## config.mk

```make
export PLATFORM = sky130hd
export DESIGN_NAME = sipo_5bit_rx
export DESIGN_NICKNAME = d
export VERILOG_FILES = /design/src/rtl/sipo_5bit_rx.sv
export SDC_FILE = /design/constraint.sdc
export NUM_CORES = 1
export LEC_CHECK = 0
export ABC_AREA = 0
export CORE_MARGIN = 2
export CORE_UTILIZATION = 47
export DETAILED_ROUTE_END_ITERATION = 16
export HOLD_SLACK_MARGIN = 0.06
export PLACE_DENSITY = 0.73
export SLEW_MARGIN = 5
export SYNTH_ARGS = -nofsm -noshare
export SYNTH_HDL_FRONTEND = slang
export SYNTH_SLANG_ARGS = --single-unit
```

## constraint.sdc

```tcl
create_clock -name clk -period 1.77 [get_ports clk]
set_input_delay 0.4425 -clock clk [delete_from_list [all_inputs] [get_ports clk]]
set_output_delay 0.4425 -clock clk [all_outputs]
set_load 0.05 [all_outputs]
```

## src/rtl/sipo_5bit_rx.sv

```systemverilog
// ---------------------------------------------------------------------------
// sipo_5bit_rx
//
// Serial-in, parallel-out receiver for the MSB-first 5-bit stream produced by
// the companion parallel-in serial-out shifter. One bit is taken on every
// clock where sin_en is high. A word is framed by 'start', which marks the
// current bit as the MSB. Each completed word is moved into a holding register
// that the consumer drains through a valid/ready handshake.
//
// Optional feature macro: SIPO_PARITY_EN
//   When it is defined, an even-parity bit follows the LSB of every word. A
//   mismatch still delivers the word, but it sets the sticky parity_err flag.
//   When it is undefined, the PAR state, the parity logic and the parity_err
//   port are all absent.
//
// Ports
//   clk         in   rising-edge clock, sole clock domain
//   rst_n       in   synchronous active-low reset
//   sin         in   serial data bit, MSB first
//   sin_en      in   bit qualifier; sin and start are only looked at when 1
//   start       in   current bit is the MSB of a new word
//   data_out    out  [WIDTH] holding register, MSB = first bit received
//   data_valid  out  holding register contains an unconsumed word
//   data_ready  in   consumer accepts data_out this cycle
//   busy        out  word reception in progress (state != IDLE)
//   overrun     out  sticky: a completed word was dropped (holding reg full)
//   parity_err  out  sticky parity mismatch (SIPO_PARITY_EN builds only)
//   state_dbg   out  [2] current FSM state, for checkers
//
// Handshake: data_out is transferred when data_valid=1 and data_ready=1 on the
// same rising edge. While data_valid=1 and no transfer occurs, data_out is
// held stable. data_valid is never withdrawn without a transfer, except by
// reset.
// ---------------------------------------------------------------------------
module sipo_5bit_rx #(
    parameter int WIDTH = 5
) (
    input  logic             clk,
    input  logic             rst_n,
    input  logic             sin,
    input  logic             sin_en,
    input  logic             start,
    output logic [WIDTH-1:0] data_out,
    output logic             data_valid,
    input  logic             data_ready,
    output logic             busy,
    output logic             overrun,
`ifdef SIPO_PARITY_EN
    output logic             parity_err,
`endif
    output logic [1:0]       state_dbg
);

    localparam int CW = $clog2(WIDTH + 1);
    localparam logic [CW-1:0] LAST_CNT = CW'(WIDTH - 1);

`ifdef SIPO_PARITY_EN
    // The full word has to wait in the shift register while the parity bit
    // arrives, so the register keeps all WIDTH bits.
    localparam int SW = WIDTH;
    typedef enum logic [1:0] {
        IDLE = 2'd0,
        RECV = 2'd1,
        PAR  = 2'd2
    } state_t;
`else
    // Without parity, a word completes on the same edge that samples its
    // last bit. Only the first WIDTH-1 bits ever have to be stored.
    localparam int SW = WIDTH - 1;
    typedef enum logic [1:0] {
        IDLE = 2'd0,
        RECV = 2'd1
    } state_t;
`endif

    state_t          state_q, state_d;
    logic [CW-1:0]   count_q, count_d;
    logic [SW-1:0]   shift_q, shift_d;
    logic [WIDTH-1:0] shifted_word;
    logic [WIDTH-1:0] word;
    logic            complete;
`ifdef SIPO_PARITY_EN
    logic            par_bad;
`endif

    // The partial word with the current serial bit appended at the LSB.
`ifdef SIPO_PARITY_EN
    assign shifted_word = {shift_q[WIDTH-2:0], sin};
`else
    assign shifted_word = {shift_q, sin};
`endif

    // -----------------------------------------------------------------------
    // FSM state register and shift/count datapath
    // -----------------------------------------------------------------------
    always_ff @(posedge clk) begin
        if (!rst_n) begin
            state_q <= IDLE;
            count_q <= '0;
            shift_q <= '0;
        end else begin
            state_q <= state_d;
            count_q <= count_d;
            shift_q <= shift_d;
        end
    end

    // -----------------------------------------------------------------------
    // Next-state logic. A start bit wins over everything else. An abort of a
    // partial word is therefore silent, even when the aborting bit would
    // otherwise have been the final bit of the old word.
    // -----------------------------------------------------------------------
    always_comb begin
        state_d  = state_q;
        count_d  = count_q;
        shift_d  = shift_q;
        word     = shifted_word;
        complete = 1'b0;
`ifdef SIPO_PARITY_EN
        par_bad  = 1'b0;
`endif
        if (sin_en) begin
            if (start) begin
                state_d    = RECV;
                count_d    = CW'(1);
                shift_d    = '0;
                shift_d[0] = sin;
            end else begin
                case (state_q)
                    IDLE: begin
                        // Bits outside a framed word are ignored.
                    end
                    RECV: begin
                        shift_d = shifted_word[SW-1:0];
                        if (count_q == LAST_CNT) begin
`ifdef SIPO_PARITY_EN
                            state_d = PAR;
                            count_d = count_q + CW'(1);
`else
                            state_d  = IDLE;
                            count_d  = '0;
                            word     = shifted_word;
                            complete = 1'b1;
`endif
                        end else begin
                            count_d = count_q + CW'(1);
                        end
                    end
`ifdef SIPO_PARITY_EN
                    PAR: begin
                        // The parity bit is not shifted in. The word is
                        // already complete in the shift register.
                        state_d  = IDLE;
                        count_d  = '0;
                        word     = shift_q;
                        complete = 1'b1;
                        par_bad  = (sin != (^shift_q));
                    end
`endif
                    default: begin
                        state_d = IDLE;
                        count_d = '0;
                    end
                endcase
            end
        end
    end

    // -----------------------------------------------------------------------
    // Holding register and sticky flags. A completion that coincides with an
    // acceptance replaces the word in place. data_valid stays high and the
    // overrun flag is not raised.
    // -----------------------------------------------------------------------
    always_ff @(posedge clk) begin
        if (!rst_n) begin
            data_out   <= '0;
            data_valid <= 1'b0;
            overrun    <= 1'b0;
        end else begin
            if (complete) begin
                if (!data_valid || data_ready) begin
                    data_out   <= word;
                    data_valid <= 1'b1;
                end else begin
                    overrun <= 1'b1;
                end
            end else if (data_valid && data_ready) begin
                data_valid <= 1'b0;
            end
        end
    end

`ifdef SIPO_PARITY_EN
    // A parity mismatch is recorded even if the word itself is then dropped
    // because of an overrun.
    always_ff @(posedge clk) begin
        if (!rst_n) begin
            parity_err <= 1'b0;
        end else if (complete && par_bad) begin
            parity_err <= 1'b1;
        end
    end
`endif

    assign busy      = (state_q != IDLE);
    assign state_dbg = state_q;

endmodule

```

==> reports/results.ini <==
[setup_path]
cp_top_family=flip-flops
timing_worst_setup_path_type=reg2out
worstPathCellList=buf_12
cp_max_fo=10
endpoint_kind=primary output
worst-path-buf-inv=1
worstPathRequired_ps=1330
startpoint_type=flop
ff2ff_setup_slack_ps=320
cp_data_arrival_time_ps=1150
cpMaxStageDelayCell=dfxtp_1
critPathMaxStageDelay_ps=660

[route]
drc_errors=0
route.vias.total=591
routed_wl_um=1390
drt-initial-drc-count=6
antenna_left=0
post_drt_via_cell_ratio=5.18
dr.pass1.iters=4
wl_per_cell_um=12.2

[cts]
holdBufCountCts=0
clock-sinks=15
cts_tree=yes
postCtsSetupBuffers=0
clk_latency_ps=280
clock_path_buffers=2
clk_pin_slew_ps=80
clockRootBuffer=clkbuf_4
cts_buffers=3
cts_resized=0
ctsHtreeMaxLevel=1

[status]
outcome=finished clean

[power_and_ir_drop]
p_clk_frac=0.311
netSwitchingPower_uw=166
p_comb_frac=0.139
p_seq_frac=0.550
swShare=0.259
ir_drop_v=0.000377
intPower_uw=475
p_leak_nw=0.391
power.density_nw_per_um2=691

[yosys]
synth_edf_count=0
syn-cell-area_um2=724
seq_area_frac_synth=0.415
synthArstFlopShare=0
synth.distinct_cells=27
synth_top_family_by_area=simple AND/OR/NAND/NOR gates
syn-num-nets=87
syn_inst=79
ys.flop_type=dfxtp_1
avgSynthCellArea_um2=9.17
synth.mux.area_fraction=0.0829
synth_compound_area_frac=0.138
synthXorXnorAreaFrac=0
synth_fa_ha_area_frac=0.0345
ys_ff_latch=15
synth-simple-area-share=0.261
ys_warn_count=0

[floorplan]
rows=14
fp.dieH_um=43.3
die_area_um2=1870
pin_count=16
start_util=0.492
core_um2=1470
dieWidth_um=43.3

[sta]
clock.fmax_ghz=0.629
rsz0062_at_grt=no
setup_viol=0
period_minus_slack_ps=1590
fin_ws_ps=181
finClkSkew_ps=10.4
relSlewSlack=0.645
period_share=0.898
drv_slew=0
hold_viol=0
whs_ps=464
tightest_slew_ps=532

[cells_and_area]
drive_gt1_frac=0.224
fillers=117
syn_to_final_growth_pct=28.0
insertedDiodeCount=0
stdcell_count=114
nets=107

[grt]
grt_usage=0.176
antenna_found_initial=0
grt_pass1_wl_um=2460
overflow=0
grt_max_degree=16
grt_pass1_vias=578

[place]
detailed_place_hpwl_um=1020
dp_slack_ps=-19.3
port_buffers=14
gp_congestion=0.691
placed_cells_incl_taps=110

[flow_run]
cap_violations=0

[worst_hold_path]
hold_path.class=reg2reg

[per-stage QoR]
step	area [µm²]	power (mW)	utilization	setup TNS (ps)
2_1_floorplan	724	0.410	-	0
6_report	927	0.641	0.630	0
3_5_place_dp	901	0.449	0.612	-26.5
3_3_place_gp	901	0.448	0.612	0
5_1_grt	927	0.670	0.630	0
4_1_cts	927	0.644	0.630	0
[power groups by stage]
stage          clock network, mW  registers, mW  logic [mW]
3_3_place_gp                   0          0.360      0.0880
5_1_grt                    0.220          0.354      0.0963
2_1_floorplan                  0          0.360      0.0499
3_5_place_dp                   0          0.360      0.0891
6_report                   0.199          0.353      0.0891
4_1_cts                    0.203          0.352      0.0893
[final cells by class]
class,instances,area [µm²],share of cell area
Clock buffer,4,26.3,0.0283
Inverter,2,7.51,0.00810
Tap cell,16,20.0,0.0216
Timing Repair Buffer,21,195,0.211
Sequential cell,15,300,0.324
Multi-Input combinational cell,56,378,0.408
[final timing paths]
path | startpoint | endpoint | cells after the start
max | state_dbg[0] | state_dbg[0] | 1
min | data_out[3] | data_out[3] | 2
max reg2reg | count_q[0] | data_out[3] | 5
min reg2reg | data_out[3] | data_out[3] | 2
[cell usage after synthesis, drive strengths merged, types with 2 or more instances]
library cell	instances	area (µm²)
buf	4	31.3
nand3	2	10.0
a22oi	3	22.5
nand2	15	56.3
o21ai	5	25.0
a31oi	3	18.8
and2b	2	15.0
mux2i	6	60.1
ha	2	25.0
nand3b	3	35.0
nor2b	5	31.3
dfxtp	15	300
inv	2	7.51
clkbuf	2	7.51
[layout by cell type, fill, tap and decap left out, drive strengths merged]
master,n
clkbuf,4
nand3,2
inv,2
a31o,1
ha,2
a22oi,3
and3,1
nor2b,5
buf,16
o211a,1
nor3,1
a31oi,3
mux2i,6
o31ai,1
and3b,1
nor2,1
dfxtp,15
nand2b,1
and2b,2
o21ai,5
clkdlybuf4s50,5
conb,1
nand2,15
o21a,1
nand3b,3
[flip-flops by register name, indices dropped and copies added, names as in the netlist]
name,count
count_q,3
data_out,5
data_valid,1
overrun,1
shift_q,4
state_dbg,1
[kinds of logic (layout without fill, tap and decap cells)]
family / after synthesis / count (layout)
mux: 6 / 6
simple gates: 32 / 32
compound gates: 15 / 15
fa+ha+maj: 2 / 2
other cells: 1 / 1
buf+inv: 8 / 27
flops: 15 / 15
[routing by layer]
metal	global-route usage	share of wire	routed length (µm)
met1	0.220	0.49	677
met2	0.287	0.48	662
met3	0.0255	0.028	39
met4	0.0970	0.0065	9
met5	0	0	0
Power figures use the tool's default switching activity.
